<file path="src/rtl/systolic_matmul_core.sv">
// Output-stationary N x N systolic matrix-multiply core with skewed A/B feeds.
// Optional macro SYSTOLIC_ACCUM_EN adds the accumulate port for K tiling.
module systolic_matmul_core #(
  parameter int DATA_WIDTH = 8,
  parameter int N          = 4,
  parameter int K_MAX      = 16,
  parameter int ACC_WIDTH  = 2*DATA_WIDTH + $clog2(K_MAX)
) (
  input  logic                         clk,
  input  logic                         rst,
  input  logic                         start,
  input  logic [$clog2(K_MAX):0]       k_len,
`ifdef SYSTOLIC_ACCUM_EN
  input  logic                         accumulate,
`endif
  input  logic [N*DATA_WIDTH-1:0]      a_in,
  input  logic [N*DATA_WIDTH-1:0]      b_in,
  input  logic                         in_valid,
  output logic                         in_ready,
  output logic [N*N*ACC_WIDTH-1:0]     c_out,
  output logic                         busy,
  output logic                         done,
  output logic                         out_valid
);

  localparam int KW  = $clog2(K_MAX) + 1;
  localparam int DCW = $clog2(2*N);
  localparam int SK  = N*(N-1)/2;

  localparam logic [1:0] S_IDLE   = 2'd0;
  localparam logic [1:0] S_STREAM = 2'd1;
  localparam logic [1:0] S_DRAIN  = 2'd2;
  localparam logic [1:0] S_DONE   = 2'd3;

  logic [1:0]     state;
  logic [KW-1:0]  k_lat;
  logic [KW-1:0]  bcnt;
  logic [DCW-1:0] dcnt;
  logic [KW-1:0]  klen_c;
  logic           accept;
  logic           run;
  logic           keep;

  logic signed [DATA_WIDTH-1:0]   a_inj  [N];
  logic signed [DATA_WIDTH-1:0]   b_inj  [N];
  logic signed [DATA_WIDTH-1:0]   a_edge [N];
  logic signed [DATA_WIDTH-1:0]   b_edge [N];
  // Skew delay lines packed triangularly: row/column i owns i entries starting at i*(i-1)/2.
  logic signed [DATA_WIDTH-1:0]   a_sk   [SK];
  logic signed [DATA_WIDTH-1:0]   b_sk   [SK];
  logic signed [DATA_WIDTH-1:0]   a_pipe [N][N-1];
  logic signed [DATA_WIDTH-1:0]   b_pipe [N-1][N];
  logic signed [DATA_WIDTH-1:0]   a_x    [N][N];
  logic signed [DATA_WIDTH-1:0]   b_x    [N][N];
  logic signed [2*DATA_WIDTH-1:0] prod   [N][N];
  logic signed [ACC_WIDTH-1:0]    acc    [N][N];

`ifdef SYSTOLIC_ACCUM_EN
  assign keep = accumulate;
`else
  assign keep = 1'b0;
`endif

  assign klen_c    = (k_len > KW'(K_MAX)) ? KW'(K_MAX) : k_len;
  assign accept    = in_valid && (state == S_STREAM);
  assign run       = (state == S_STREAM) || (state == S_DRAIN);
  assign in_ready  = (state == S_STREAM);
  assign busy      = (state != S_IDLE);
  assign done      = (state == S_DONE);

  always_comb begin
    for (int unsigned i = 0; i < N; i++) begin
      a_inj[i] = accept ? a_in[i*DATA_WIDTH +: DATA_WIDTH] : '0;
      b_inj[i] = accept ? b_in[i*DATA_WIDTH +: DATA_WIDTH] : '0;
    end
    a_edge[0] = a_inj[0];
    b_edge[0] = b_inj[0];
    for (int unsigned i = 1; i < N; i++) begin
      a_edge[i] = a_sk[i*(i-1)/2 + i - 1];
      b_edge[i] = b_sk[i*(i-1)/2 + i - 1];
    end
    for (int unsigned i = 0; i < N; i++) begin
      a_x[i][0] = a_edge[i];
      b_x[0][i] = b_edge[i];
      for (int unsigned j = 1; j < N; j++) begin
        a_x[i][j] = a_pipe[i][j-1];
        b_x[j][i] = b_pipe[j-1][i];
      end
    end
    for (int unsigned i = 0; i < N; i++)
      for (int unsigned j = 0; j < N; j++)
        prod[i][j] = a_x[i][j] * b_x[i][j];
  end

  always_comb begin
    c_out = '0;
    for (int unsigned i = 0; i < N; i++)
      for (int unsigned j = 0; j < N; j++)
        c_out[(i*N+j)*ACC_WIDTH +: ACC_WIDTH] = acc[i][j];
  end

  always_ff @(posedge clk or negedge rst) begin
    if (!rst) begin
      state     <= S_IDLE;
      k_lat     <= '0;
      bcnt      <= '0;
      dcnt      <= '0;
      out_valid <= 1'b0;
      for (int unsigned s = 0; s < SK; s++) begin
        a_sk[s] <= '0;
        b_sk[s] <= '0;
      end
      for (int unsigned i = 0; i < N; i++)
        for (int unsigned j = 0; j < N; j++)
          acc[i][j] <= '0;
      for (int unsigned i = 0; i < N; i++)
        for (int unsigned j = 0; j < N-1; j++) begin
          a_pipe[i][j] <= '0;
          b_pipe[j][i] <= '0;
        end
    end else begin
      for (int unsigned i = 1; i < N; i++) begin
        a_sk[i*(i-1)/2] <= a_inj[i];
        b_sk[i*(i-1)/2] <= b_inj[i];
        for (int unsigned d = 1; d < i; d++) begin
          a_sk[i*(i-1)/2 + d] <= a_sk[i*(i-1)/2 + d - 1];
          b_sk[i*(i-1)/2 + d] <= b_sk[i*(i-1)/2 + d - 1];
        end
      end
      for (int unsigned i = 0; i < N; i++)
        for (int unsigned j = 0; j < N-1; j++) begin
          a_pipe[i][j] <= a_x[i][j];
          b_pipe[j][i] <= b_x[j][i];
        end
      if (run)
        for (int unsigned i = 0; i < N; i++)
          for (int unsigned j = 0; j < N; j++)
            acc[i][j] <= acc[i][j] + ACC_WIDTH'(prod[i][j]);

      case (state)
        S_IDLE: if (start) begin
          k_lat <= klen_c;
          bcnt  <= '0;
          if (!keep)
            for (int unsigned i = 0; i < N; i++)
              for (int unsigned j = 0; j < N; j++)
                acc[i][j] <= '0;
          if (klen_c == '0) begin
            state     <= S_DONE;
            out_valid <= 1'b1;
          end else begin
            state     <= S_STREAM;
            out_valid <= 1'b0;
          end
        end
        S_STREAM: if (accept) begin
          bcnt <= bcnt + KW'(1);
          if (bcnt + KW'(1) == k_lat) begin
            state <= S_DRAIN;
            dcnt  <= '0;
          end
        end
        S_DRAIN: begin
          // Last product reaches PE(N-1,N-1) 2N-2 cycles after the final beat.
          if (dcnt == DCW'(2*N-2)) begin
            state     <= S_DONE;
            out_valid <= 1'b1;
          end else begin
            dcnt <= dcnt + DCW'(1);
          end
        end
        S_DONE:  state <= S_IDLE;
        default: state <= S_IDLE;
      endcase
    end
  end

endmodule

</file>
<file path="config.mk">
export PLATFORM = sky130hd
export DESIGN_NAME = systolic_matmul_core
export DESIGN_NICKNAME = d
export VERILOG_FILES = /design/src/rtl/systolic_matmul_core.sv
export SDC_FILE = /design/constraint.sdc
export NUM_CORES = 2
export LEC_CHECK = 0
export CORE_MARGIN = 5
export CORE_UTILIZATION = 40
export DETAILED_ROUTE_END_ITERATION = 6
export HOLD_SLACK_MARGIN = 0.03
export PLACE_DENSITY_LB_ADDON = 0.05
export SKIP_CTS_REPAIR_TIMING = 1
export SYNTH_ARGS = -nofsm -noshare
export SYNTH_HDL_FRONTEND = slang
export SYNTH_SLANG_ARGS = --single-unit
</file>
<file path="constraint.sdc">
create_clock -name clk -period 10.7 [get_ports clk]
set_input_delay 2.675 -clock clk [delete_from_list [all_inputs] [get_ports clk]]
set_output_delay 2.675 -clock clk [all_outputs]
set_load 0.01 [all_outputs]
</file>
# ---- After elaboration in Yosys (flattened, before gate mapping)
# Index checks and enable logic that the tools add are counted.
# Widths: inputs -> output; s select.
dict set report op_classes {
  addsub 18
  n_mul 16
  magnitude_cmp 1
  eq_ne 10
  n_mux 29
  reduce_logical 13
}
# cell count
set op_table {}
lappend op_table {{$mux 320} 3}
lappend op_table {{$add 20x16->20} 16}
lappend op_table {{$mul 8x8->16} 16}
lappend op_table {{$mux 8} 8}
lappend op_table {{$mux 5} 3}
lappend op_table {{$mux 2} 5}
lappend op_table {{$pmux 5 s2} 1}
lappend op_table {{$mux 3} 3}
lappend op_table {{$pmux 2 s4} 1}
lappend op_table {{$reduce_and 4->1} 2}
lappend op_table {{$reduce_bool 2->1} 4}
lappend op_table {{$ne 2x1->1 const B} 3}
lappend op_table {{$pmux 3 s2} 1}
lappend op_table {{$reduce_and 3->1} 2}
lappend op_table {{$add 5x1->5 const B} 1}
lappend op_table {{$eq 5x5->1} 1}
lappend op_table {{$gt 5x5->1 const B} 1}
lappend op_table {{$logic_not 5->1} 1}
lappend op_table {{$eq 2x2->1 const B} 2}
lappend op_table {{$ne 2x2->1 const B} 2}
lappend op_table {{$add 3x1->3 const B} 1}
lappend op_table {{$eq 3x3->1 const B} 1}
lappend op_table {{$mux 1} 3}
lappend op_table {{$eq 2x1->1 const B} 1}
lappend op_table {{5 further kinds} 5}
dict set report totals {
  regBits 624
  input_bits 73
  output_inout_bits 324
  word_cells 144
}

# ---- Logic depth before layout (Yosys ltp)
dict set report logic_depth {
  depth_word 8
  depth_mapped 25
  ltp_nobuf 23
}

# ---- Worst setup path before layout
# No wires, ideal clock.
dict set report synth_path {
  path_kind {input to register}
  startpoint {in in_valid}
  endpoint {reg acc, in the netlist c_out[13]}
  setup_time_ns 0.132
  t_arrival_ns 7.976
  required_time_ns 10.568
  slack_ns 2.592
  stages 20
  n_path_buf 2
  cell_sequence {clkbuf_1 and3_1 clkbuf_1 and2_1 inv_1 fa_1 inv_1 fa_1 fa_1 fa_1 inv_1 fa_1 inv_1 ha_1 a2111o_1 a31o_2 a311oi_2 xnor2_1 mux2i_1 nor2_1}
}
# element line
set synth_rtl {}
lappend synth_rtl {{start: declaration} 18} ;# input logic in_valid,
lappend synth_rtl {{end signal: indexed assignment} 138} ;# acc[i][j] <= acc[i][j] + ACC_WIDTH'(prod[i][j]);
lappend synth_rtl {{end: declaration} 56} ;# logic signed [ACC_WIDTH-1:0] acc [N][N];

# ---- Worst setup path after layout
dict set report layout_path {
  startpoint {in b_in[0]}
  endpoint {reg acc, in the netlist c_out[13]}
}
dict set report layout_between {
  elab_chain_len 6
}
# element line
set layout_lines {}
lappend layout_lines {{start: declaration} 17} ;# input logic [N*DATA_WIDTH-1:0] b_in,
lappend layout_lines {{$mux 8 (*)} 74} ;# b_inj[i] = accept ? b_in[i*DATA_WIDTH +: DATA_WIDTH] : '0;
lappend layout_lines {{$mul 8x8->16 (*)} 92} ;# prod[i][j] = a_x[i][j] * b_x[i][j];
lappend layout_lines {{$add 20x16->20 (*)} 138}
lappend layout_lines {{$mux 320 (*)} 135} ;# if (run)
lappend layout_lines {{$mux 320} 141} ;# S_IDLE: if (start) begin
lappend layout_lines {{$mux 320 (*)} 140} ;# case (state)
# Every way passes the cells marked *; elsewhere a longest branch is shown, timed or not.
# A chain may end at the register's enable or synchronous reset.

==> run_results.csv <==
group,metric,value,unit
status,outcome,"finished, final reports clean",
synthesis,ys_warn_count,0,
timing,tightest_slew,1.02,ns
synthesis,yosysTopAreaCellShare,35.5,%
setup_path,path_depth,19,
power_and_ir_drop,p_sw_share,47.9,%
power_and_ir_drop,p_leak,47.0,nW
timing,finalHoldViolCount,0,
place,port_buffers,396,
setup_path,crit_top_cell,"fa_1",
die,die_w,455,um
synthesis,async_flop_share,100,%
die,rows,163,
setup_path,critPathLaunch,"b_in[0]",
timing,clock.fmax,123,MHz
final_layout,nNetsFinal,10600,
clock_network,clk_pin_slew,0.06,ns
synthesis,ys_ff_latch,624,
synthesis,synth_top_family_by_area,"adder cells",
place,gp_congestion,0.839,
detailed_routing,drtIter0Drc,2344,
detailed_routing,vias,53200,
timing,skew,0.0286,ns
setup_path,r2r_start,"state[1]",
synthesis,synth_area_leader_cell,"fa_1",
global_routing,grt_pass1_wl,355000,um
power_and_ir_drop,p_clk_share,16.6,%
setup_path,worst-path-buf-inv,5,
clock_network,cts_buffers,89,
setup_path,crit_chain,"clkdlybuf4s50_1 > and3_1 > and2_1 > inv_1 > fa_1 > inv_1 > fa_1 > fa_1 > fa_1 > inv_1 > fa_1 > inv_1 > ha_1 > a2111o_1 > a31o_2 > a311oi_2 > xnor2_1 > mux2i_1 > nor2_1",
setup_path,max_stage_delay,0.76,ns
power_and_ir_drop,power_density,218,mW/mm2
setup_path,slowest_stage,"and2_1",
synthesis,ys_top_cells_by_area,"fa_1 (36%), dfrtp_1 (20%), ha_1 (12%)",
detailed_routing,drt_pass1_iterations,5,
setup_path,endpoint,"c_out[13]",
setup_path,critPathCaptureType,"register",
synthesis,synthCells,7967,
setup_path,required,11.27,ns
detailed_routing,drc,0,
place,place_ws,1.82,ns
setup_path,r2r_end,"c_out[13]",
timing,final_max_slew_viol_count,0,
clock_network,htreeDepth,3,
place,place_area,0.0864,mm2
synthesis,synth_edf_count,0,
synthesis,synth_area,0.0794,mm2
power_and_ir_drop,vdd.ir_drop.worst,358,uV
timing,finalCriticalPeriod,8.12,ns
synthesis,synth_simple_gate_area_share,11.7,%
synthesis,yosysUniqueCellTypes,74,
power_and_ir_drop,p_seq_share,22.0,%
setup_path,reg2reg_depth,20,
clock_network,cts_tree,"built",
place,dp_hpwl,179000,um
synthesis,synth_top_flop_cell,"dfrtp_1",
timing,slew_headroom,32.1,%
final_layout,fin_area,0.0896,mm2
timing,rsz0062_at_grt,"false",
global_routing,grt-ovfl-total,0,
setup_path,rrSetupSlack,3.99,ns
final_layout,areaGrowthSynthToFinish,12.9,%
clock_network,clock_latency,0.73,ns
min_path,hold_start,"a_sk[32]",
power_and_ir_drop,power_frac_comb,61.5,%
clock_network,clock_sinks,624,
die,start_util,40.2,%
timing,setup_slack,2.58,ns
power_and_ir_drop,p_int,10.2,mW
clock_network,cts-root-buf,"clkbuf_16",
setup_path,crit_fanout,13,
detailed_routing,vias_per_cell,4.82,
synthesis,synth_fa_ha_area_share,47.2,%
min_path,hp-class,"register to register",
run,drv_cap,0,
detailed_routing,antenna_left,0,
power_and_ir_drop,switching_power,9.36,mW
final_layout,drive_gt1_share,2.44,%
timing,setup_viol,0,
synthesis,synth_area_per_cell,9.96,um2
global_routing,antenna_found_initial,16,
synthesis,synth_compound_area_share,5.43,%
clock_network,clockBufferDepth,3,
detailed_routing,wl,221000,um
global_routing,grt_pass1_vias,59500,
setup_path,cpLargestDelayFamily,"adder cells",
final_layout,nFillCells,19100,
setup_path,start_kind,"input pin",
synthesis,seq_area_frac_synth,19.7,%
die,die_h,455,um
synthesis,syn_nets,10200,
global_routing,gr-usage-all-layers,21.9,%
detailed_routing,routedWlPerCell,20.0,um
global_routing,grt_max_degree,148,
timing,timing.final.crit_share,75.9,%
timing,setup_tns,0,ns
die,core,0.197,mm2
setup_path,crit_type,"input pin to register",
synthesis,synth-xor-area-share,3.21,%
synthesis,yosys-mux-area-fraction,2.58,%
die,pin_count,397,
die,dieArea,0.207,mm2
setup_path,worstPathArrival,8.70,ns
worst min-delay path by stage:
stage | slack [ns] | end | cells past startpoint
3_3_place_gp | 0.33 | a_edge[1] | 0
5_1_grt | 0.35 | a_edge[10] | 0
6_report | 0.34 | a_edge[8] | 0
2_1_floorplan | 0.33 | a_edge[0] | 0
3_5_place_dp | 0.33 | a_edge[3] | 0
4_1_cts | 0.34 | a_edge[8] | 0
state kept, by name, summed over array words and instances (netlist names), 5 cells and up:
name	count
a_pipe	96
a_edge	24
b_sk	24
c_out	320
b_edge	24
b_pipe	96
bcnt	5
a_sk	24
k_lat	5
through the flow:
step / hold slack, ns / cells / util, % / power (mW)
6_report: 0.342 / 11000 / 45.4 / 19.6
5_1_grt: 0.351 / 11000 / 45.4 / 21.7
4_1_cts: 0.344 / 11000 / 45.4 / 20.0
3_5_place_dp: 0.335 / 10900 / 43.8 / 16.5
3_3_place_gp: 0.333 / 10900 / 43.8 / 16.4
2_1_floorplan: 0.331 / 7967 / - / 12.2
cells in the mapped netlist (all sizes together), types with 9 or more instances:
library cell  number
nor3              68
and2             519
o21ai            159
or2                9
a21o              69
nand3b            17
buf               13
or3               11
and3              81
o21a              37
o21bai            11
xor2              83
mux2i            198
xnor2            208
ha               743
dfrtp            624
nand4              9
a31oi             17
fa              1408
a311oi             9
a21boi            10
a21oi            212
nand3             38
clkbuf           142
nand2b           111
o22ai             21
o31ai             10
nor2b             59
nor2             363
inv             1994
nand2            559
a211oi            40
o211ai            14
layout make-up:
class | instances | area, um2 | share of cell area [%]
clock inverters | 53 | 749 | 0.836
clock buffers | 110 | 2430 | 2.71
multi-input cells | 5192 | 55700 | 62.2
well taps | 2640 | 3300 | 3.69
inverters | 1996 | 7500 | 8.37
flip-flops and latches | 624 | 15600 | 17.4
diodes | 7 | 17.5 | 0.0195
repair buffers | 425 | 4270 | 4.76
per-layer routing:
layer / vias up / part of all wire, % / global-route usage (%)
met5: - / 0 / 0
met4: 0 / 2.9 / 5.41
met3: 215 / 3.2 / 2.36
met2: 818 / 50 / 38.6
met1: 27300 / 44 / 29.0
li1: 24900 / - / -
power groups by stage:
stage,clock network (mW),logic (mW),registers [mW]
after detailed placement,0,12.1,4.38
after CTS,3.36,12.3,4.35
after global placement,0,12.1,4.38
final,3.24,12.0,4.29
after global routing,3.43,13.8,4.41
after floorplan,0,8.34,3.86
cells in the final DEF (no fill, tap or decap), types with 21 or more instances in the layout:
master           netlist  final
xor2_1                83     83
o21ai_1               61     61
nand3_1               38     38
buf_4                  0     22
nand2_1              559    557
a21oi_1              212    212
a211oi_1              40     40
clkdlybuf4s50_1        0    394
and2_1               519    518
clkbuf_16              0     90
inv_1               1994   1994
nor2_1               363    363
o21ai_0               98     98
o21a_1                37     37
and3_1                81     81
dfrtp_1              624    624
xnor2_1              208    208
nand2b_1             111    111
nor2b_1               59     59
nor3_1                68     68
mux2i_1              198    198
ha_1                 743    741
a21o_1                69     69
fa_1                1408   1408
o22ai_1               21     21
kinds of logic after synthesis:
logic type / after synthesis
buffers and inverters: 2151
adders and majority gates: 2151
and+or+nand+nor: 1867
AOI/OAI and AO/OA: 681
DFF: 624
xor gates and xnor gates: 291
muxes: 202
Power figures use the tool's default switching activity.
